**config.mk**
```make
export PLATFORM = sky130hd
export DESIGN_NAME = dcache_uncached_bridge
export DESIGN_NICKNAME = d
export VERILOG_FILES = /design/src/rtl/dcache_uncached_bridge_pkg.sv /design/src/rtl/dcache_bridge_slot_sel.sv /design/src/rtl/dcache_uncached_bridge.sv
export SDC_FILE = /design/constraint.sdc
export NUM_CORES = 1
export LEC_CHECK = 0
export ABC_AREA = 1
export CAP_MARGIN = 20
export CORE_ASPECT_RATIO = 1.1
export CORE_MARGIN = 5
export CORE_UTILIZATION = 40
export CTS_CLUSTER_DIAMETER = 30
export DETAILED_ROUTE_END_ITERATION = 6
export PLACE_DENSITY = 0.77
export SYNTH_ARGS = -nofsm -noshare
export SYNTH_HDL_FRONTEND = slang
export SYNTH_SLANG_ARGS = --single-unit
```
**constraint.sdc**
```tcl
create_clock -name clk -period 1.83 [get_ports clk]
set_input_delay 0.2745 -clock clk [delete_from_list [all_inputs] [get_ports clk]]
set_output_delay 0.2745 -clock clk [all_outputs]
set_load 0.02 [all_outputs]
```
**src/rtl/dcache_uncached_bridge_pkg.sv**
```systemverilog
// Shared types and constants for the uncached dcache bridge.
// The optional same-word merge is enabled with DCACHE_BRIDGE_MERGE_EN.
package dcache_uncached_bridge_pkg;

    localparam int unsigned TagWidth    = 20;
    localparam int unsigned IndexWidth  = 6;
    localparam int unsigned OffsetWidth = 6;
    localparam int unsigned AddrWidth   = TagWidth + IndexWidth + OffsetWidth;

    typedef enum logic [2:0] {
        StIdle  = 3'd0,
        StReq0  = 3'd1,
        StWait0 = 3'd2,
        StReq1  = 3'd3,
        StWait1 = 3'd4,
        StDone  = 3'd5
    } dcache_bridge_state_t;

    typedef struct packed {
        logic        we;
        logic [31:0] addr;
        logic [1:0]  size;
        logic [3:0]  wstrb;
        logic [31:0] wdata;
    } mem_slot_t;

    // Byte-wise merge: port-1 bytes win wherever port 1 strobes.
    function automatic logic [31:0] merge_wdata(input logic [31:0] wdata0,
                                                input logic [31:0] wdata1,
                                                input logic [3:0]  wstrb1);
        logic [31:0] res;
        for (int b = 0; b < 4; b++) begin
            res[8*b +: 8] = wstrb1[b] ? wdata1[8*b +: 8] : wdata0[8*b +: 8];
        end
        return res;
    endfunction

endpackage

```
**src/rtl/dcache_bridge_slot_sel.sv**
```systemverilog
// Picks the slot currently presented on the memory bus and, when
// DCACHE_BRIDGE_MERGE_EN is defined, folds a same-word pair into one beat.
module dcache_bridge_slot_sel
    import dcache_uncached_bridge_pkg::*;
(
    input  mem_slot_t slot0,
    input  mem_slot_t slot1,
    input  logic      has_p1,
    input  logic      sel,
    output mem_slot_t active,
    output logic      merge
);

    mem_slot_t first;

`ifdef DCACHE_BRIDGE_MERGE_EN
    always_comb begin
        merge = has_p1 && (slot0.addr[31:2] == slot1.addr[31:2]);
        first = slot0;
        if (merge && slot0.we) begin
            first.wstrb = slot0.wstrb | slot1.wstrb;
            first.wdata = merge_wdata(slot0.wdata, slot1.wdata, slot1.wstrb);
            first.size  = 2'd2;
        end
    end
`else
    logic unused_has_p1;
    assign unused_has_p1 = has_p1;

    always_comb begin
        merge = 1'b0;
        first = slot0;
    end
`endif

    assign active = sel ? slot1 : first;

endmodule

```
**src/rtl/dcache_uncached_bridge.sv**
```systemverilog
// Serializes a dual-port dcache request pair into single-beat memory transactions.
// Optional same-word merge: define DCACHE_BRIDGE_MERGE_EN.
module dcache_uncached_bridge
    import dcache_uncached_bridge_pkg::*;
#(
    parameter int unsigned TAG_WIDTH    = TagWidth,
    parameter int unsigned INDEX_WIDTH  = IndexWidth,
    parameter int unsigned OFFSET_WIDTH = OffsetWidth
) (
    input  logic                    clk,
    input  logic                    reset,
    input  logic                    p0_valid,
    input  logic                    p1_valid,
    input  logic [2:0]              op,
    input  logic [TAG_WIDTH-1:0]    tag,
    input  logic [INDEX_WIDTH-1:0]  index,
    input  logic [OFFSET_WIDTH-1:0] p0_offset,
    input  logic [OFFSET_WIDTH-1:0] p1_offset,
    input  logic [3:0]              p0_wstrb,
    input  logic [3:0]              p1_wstrb,
    input  logic [31:0]             p0_wdata,
    input  logic [31:0]             p1_wdata,
    input  logic [1:0]              p0_size,
    input  logic [1:0]              p1_size,
    input  logic                    uncached,
    output logic                    addr_ok,
    output logic                    data_ok,
    output logic [31:0]             p0_rdata,
    output logic [31:0]             p1_rdata,
    output logic                    mem_req,
    output logic                    mem_we,
    output logic [31:0]             mem_addr,
    output logic [1:0]              mem_size,
    output logic [3:0]              mem_wstrb,
    output logic [31:0]             mem_wdata,
    input  logic                    mem_addr_ok,
    input  logic                    mem_data_ok,
    input  logic [31:0]             mem_rdata
);

    dcache_bridge_state_t state_q;
    mem_slot_t            slot0_q, slot1_q, slot0_d, slot1_d, active;
    logic                 has_p1_q;
    logic                 merge;
    logic                 sel;

    // Only the write/read bit of op and none of uncached steer this block.
    logic unused_inputs;
    assign unused_inputs = ^{uncached, op[2:1]};

    assign slot0_d = '{we:    op[0],
                       addr:  {tag, index, p0_offset},
                       size:  p0_size,
                       wstrb: p0_wstrb,
                       wdata: p0_wdata};
    assign slot1_d = '{we:    op[0],
                       addr:  {tag, index, p1_offset},
                       size:  p1_size,
                       wstrb: p1_wstrb,
                       wdata: p1_wdata};

    assign sel = (state_q == StReq1) || (state_q == StWait1);

    dcache_bridge_slot_sel u_slot_sel (
        .slot0  (slot0_q),
        .slot1  (slot1_q),
        .has_p1 (has_p1_q),
        .sel    (sel),
        .active (active),
        .merge  (merge)
    );

    // Gated by reset so the upstream never sees a ready slot during reset.
    assign addr_ok   = reset && (state_q == StIdle);
    assign data_ok   = (state_q == StDone);
    assign mem_req   = (state_q == StReq0) || (state_q == StReq1);
    assign mem_we    = active.we;
    assign mem_addr  = active.addr;
    assign mem_size  = active.size;
    assign mem_wstrb = active.wstrb;
    assign mem_wdata = active.wdata;

    always_ff @(posedge clk or negedge reset) begin
        if (!reset) begin
            state_q  <= StIdle;
            slot0_q  <= '0;
            slot1_q  <= '0;
            has_p1_q <= 1'b0;
            p0_rdata <= '0;
            p1_rdata <= '0;
        end else begin
            unique case (state_q)
                StIdle: begin
                    if (p0_valid && addr_ok) begin
                        slot0_q  <= slot0_d;
                        slot1_q  <= slot1_d;
                        has_p1_q <= p1_valid;
                        state_q  <= StReq0;
                    end
                end
                StReq0: begin
                    if (mem_addr_ok) state_q <= StWait0;
                end
                StWait0: begin
                    if (mem_data_ok) begin
                        if (!slot0_q.we) begin
                            p0_rdata <= mem_rdata;
                            if (merge) p1_rdata <= mem_rdata;
                        end
                        state_q <= (has_p1_q && !merge) ? StReq1 : StDone;
                    end
                end
                StReq1: begin
                    if (mem_addr_ok) state_q <= StWait1;
                end
                StWait1: begin
                    if (mem_data_ok) begin
                        if (!slot1_q.we) p1_rdata <= mem_rdata;
                        state_q <= StDone;
                    end
                end
                StDone: begin
                    state_q <= StIdle;
                end
                default: begin
                    state_q <= StIdle;
                end
            endcase
        end
    end

endmodule

```
* Word-level counts from Yosys, hierarchy flattened
Cells that the tools add are included.
** Storage, ports and cells
- Output and inout port bits :: 138
- Bits of input ports :: 156
- Bits in registers :: 209
** Operators by class
- Mux-type cells :: 8
- Eq/ne operators :: 10
- Bitwise gates (word level) :: 1
- Reduce and logical (&&, ||, !) cells :: 9
** Operator list (number)
- two-way mux 70 bit :: 1
- two-way mux 3 bit :: 6
- case mux 3 bit (5 select lines) :: 1
- inequality test 2 bit, second input constant :: 4
- == test 3 x 2 -> 1 bit, second input constant :: 2
- == test 3 bit, second input constant :: 2
- AND reduction 3 bit :: 2
- AND reduction 5 bit :: 1
- == test 3 x 1 -> 1 bit, second input constant :: 1
- zero test 3 bit :: 1
- logical AND 1 bit :: 2
- logical OR 1 bit :: 2
- inequality test 2 x 1 -> 1 bit, second input constant :: 1
- AND reduction 2 bit :: 1
- inverter 1 bit :: 1

* Depth between registers and ports, before layout
- Word-level depth :: 5
- Gate-level depth with buffers :: 8

* Hierarchy
From an unflattened synthesis, not the netlist that was laid out.
** Second synthesis, totals
- Cell total of the unflattened synthesis :: 1013
- Area total of the unflattened synthesis :: 8146.6 µm²
** Modules (own cells, without submodules)
- dcache_uncached_bridge :: seq. area each 4579.4 µm², cells each 782, area each 7203.2 µm², times used 1
- dcache_bridge_slot_sel :: seq. area each 0.0 µm², cells each 231, area each 943.4 µm², times used 1

* Worst setup path after synthesis
OpenSTA, ideal clock, no wires.
- Path type :: register to output
- Start :: register state_q[1]
- End :: output mem_addr[0]
- Data required time :: 1.556 ns
- Path buffers :: 2
- Setup slack :: 0.218 ns
- Data arrival time :: 1.337 ns
- Cell stages (with the launch flop) :: 8
- Cells stage by stage :: dfrtp_1 -> buf_4 -> nand2_1 -> nand2_1 -> nand2_2 -> clkbuf_1 -> nand2_1 -> nand2_1
** Between the ends
- Longest elaborated chain between the ends :: 3
- Elaborated cells on any way between the ends :: 4
** RTL lines
- from (decl) :: RTL line dcache_uncached_bridge.sv:41 : dcache_bridge_state_t state_q;
- from (signal assigned) :: RTL line dcache_uncached_bridge.sv:85 : state_q <= StIdle;
- from (signal assigned) :: RTL line dcache_uncached_bridge.sv:98 : state_q <= StReq0;
- from (signal assigned) :: RTL line dcache_uncached_bridge.sv:102 : if (mem_addr_ok) state_q <= StWait0;
- == test 3 x 2 -> 1 bit or == test 3 bit (tied branches) :: RTL line dcache_uncached_bridge.sv:62 : assign sel = (state_q == StReq1) || (state_q == StWait1);
- logical OR 1 bit * :: RTL line dcache_uncached_bridge.sv:62
- two-way mux 70 bit * :: RTL line dcache_bridge_slot_sel.sv:36 : assign active = sel ? slot1 : first;
- to (decl) :: RTL line dcache_uncached_bridge.sv:32 : output logic [31:0] mem_addr,
Every way passes the cells marked *; elsewhere a longest branch is shown, timed or not.

* Final worst setup path
- Start :: register state_q[0]
- End :: output mem_wdata[20]
** Between the ends
- Longest elaborated chain between the ends :: 3
- Elaborated cells on any way between the ends :: 4
** RTL lines
- == test 3 x 2 -> 1 bit or == test 3 bit (tied branches) :: RTL line dcache_uncached_bridge.sv:62
- logical OR 1 bit * :: RTL line dcache_uncached_bridge.sv:62
- two-way mux 70 bit * :: RTL line dcache_bridge_slot_sel.sv:36
- to (decl) :: RTL line dcache_uncached_bridge.sv:35 : output logic [31:0] mem_wdata,
Marks and branches as above.

==> metrics <==
layout cells sized above 1 approximately 18%; Final Critical Period about 2 ns; H-tree depth 4; initial DRC count 289; Fmax achieved 0.494 GHz; Num CTS Buffers 17; CTS Sinks roughly 180; leakage power between 6 and 7 nW; GPL Wtd Cong a little over 0.8; vias in the first global route 6607; Clk pwr share between 10% and 20%; cell area after synthesis approximately 0.0077 mm²; Via density around 4.6; DR vias 6782; max-slew violation count 0; critical path type flop to primary output; DRC viols 0; Yosys cell types 21; Setup Skew 0.0159 ns; Syn Nets 1092; die area between 0.02 and 0.025 mm²; synth warn 0; WP data arrival around 1.8 ns; drt pass-1 iters 5; Setup crit end kind primary output; Placed Area around 0.011 mm²; commonest non-fill, non-tap cell in the layout clkdlybuf4s50_1; Synth top area share 59.2%; pin count of the biggest net entering global routing approximately 180; synthesized instance count roughly 940; switch share around two fifths; Die Ht 156 µm; largest area contributor in the netlist dfrtp_1; logic gate share of total power about half; Initial Util between 40% and 50%; maximum fanout along the worst path 8; Clk Latency, worst-skew pair 0.42 ns; failing checks setup timing; startpoint types flop; Seq pwr share 32.4%; count of input and output buffers 290; Fin Setup TNS -6.69 ns; fin crit share 111%; Syn Area/Cell between 8 and 9 µm²; Switch Pwr ~8.6 mW; Slew @ Worst Pin roughly 1 ns; register area share after synthesis 59.2%; clk buf depth 2; routed len/inst 15.3 µm; first-pass GRT wire length between 30000 and 40000 µm; Worst Slack Setup Final -0.194 ns; Final HPWL DP approximately 15000 µm; worst vdd ir about 1000 µV; Synth-to-Final Area Change 58.5%; max-cap viol count 0; Int Pwr between 10 and 15 mW; status complete, but fails checks; nets@finish approximately 1400; GR Overflow Total 0; final hold viol count 0; CTS tree built; hold buffer count at CTS 0; design area between 0.01 and 0.015 mm²; synthesis-stage register bit count 183; GRT Resource Usage Total approximately a fifth; Core Region roughly 0.019 mm²; RSZ-0062 raised after global routing yes; WP data required ~1.6 ns; clock edge transition at the registers on the reported setup and hold paths approximately 0.070 ns; Setup-failing EPs final 44; I/O pin count slightly below 300; die width ~140 µm; Root Driver clkbuf_16; most frequent cells in the layout clkdlybuf4s50_1, nand2_1, dfrtp_1, o21ai_1, inv_1; antenna violations before repair 1; power per cell area roughly 1800 mW/mm²; largest cells by area after synthesis dfrtp_1, nand2_1, o21ai_1; Worst slew margin roughly 33%; row count between 50 and 60; total wire length 22400 µm; antenna-violating nets left 0; HP Class input port to asynchronous set/reset pin
## final timing paths
path,from,endpoint,slack [ns],cells past startpoint
min,reset,slot0_q[21]$_DFFE_PN0P_,0.09,2
max reg2reg,state_q[1]$_DFFE_PN0P_,slot1_q[18]$_DFFE_PN0P_,0.13,9
max,state_q[0]$_DFFE_PN0P_,mem_wdata[20],-0.19,8
min in group clk,reset,slot0_q[17]$_DFFE_PN0P_,0.37,4
min reg2reg,slot0_q[46]$_DFFE_PN0P_,slot0_q[46]$_DFFE_PN0P_,0.49,2
max in group asynchronous,reset,slot0_q[45]$_DFFE_PN0P_,0.99,2
## layer usage
layer	GRT usage (%)	part of all wire, %
met5	0	0
met4	6.52	2.5
met3	6.56	8.2
met2	32.6	49
met1	25.1	40
## metrics by stage
step	hold WS, ns	worst slack, ns	utilization [%]	power [mW]	std cells
after floorplan	-0.0211	0.218	-	11.7	936
after global placement	0.470	-0.171	57.0	16.0	1419
after detailed placement	0.477	-0.210	57.0	16.2	1419
final	0.0857	-0.194	64.2	21.7	1466
after CTS	0.176	-0.180	62.6	21.3	1464
after global routing	0.201	-0.305	64.2	23.1	1466
## cells in the mapped netlist
cell type / n
nor2_1: 4
nor2_4: 1
clkbuf_1: 41
inv_1: 150
nand3_2: 2
buf_4: 5
nand2_1: 326
clkbuf_2: 1
nand3_1: 3
nand4_2: 1
dfrtp_1: 183
nand4_1: 3
buf_1: 4
nor3_1: 2
nand2_2: 1
and3_1: 1
nand3b_1: 1
a21oi_1: 1
buf_2: 22
inv_2: 3
o21ai_1: 181
## state kept, by name, indices dropped and copies added (netlist names)
signal    count
has_p1_q      1
slot0_q      70
p1_rdata     32
p0_rdata     32
slot1_q      45
state_q       3
## critical path, stage by stage, from the launching register on
cell and delay (ns):
dfrtp_1 0.40, o21ai_2 0.21, nand2_4 0.12, inv_8 0.10, buf_12 0.12, buf_16 0.14, nand2_2 0.07, nand2_2 0.08
buf_6 0.12
## final cells by class
cell class	instances	area (µm²)
diodes	1	2.50
clock buffers	18	429
clock inverters	14	180
fillers	1586	6840
inverters	153	582
multi-input cells	527	2680
flip-flops and latches	183	4580
well taps	247	309
repair buffers	323	3500
## timing repair
action	CTS	global route
buffers inserted	6	1
resized for setup	333	99
gates cloned	7	1
endpoints found under the hold margin	0	0
endpoints found under the setup margin	47	47
pin swaps	14	28
## cells by family after synthesis
kind of cell | share of synthesized area [%]
flip-flops | 59.2
AND/OR/NAND/NOR | 17.4
AO/OA/AOI/OAI | 11.8
buffers and inverters | 11.6
## power by group through the flow
stage / logic, mW / registers (mW) / clock network, mW
floorplan: 4.27 / 7.45 / 0
global placement: 9.21 / 6.78 / 0
detailed placement: 9.34 / 6.86 / 0
CTS: 10.5 / 6.88 / 3.92
global route: 11.7 / 7.26 / 4.10
finish: 10.9 / 7.03 / 3.81
(Power assumes the default switching activity.)
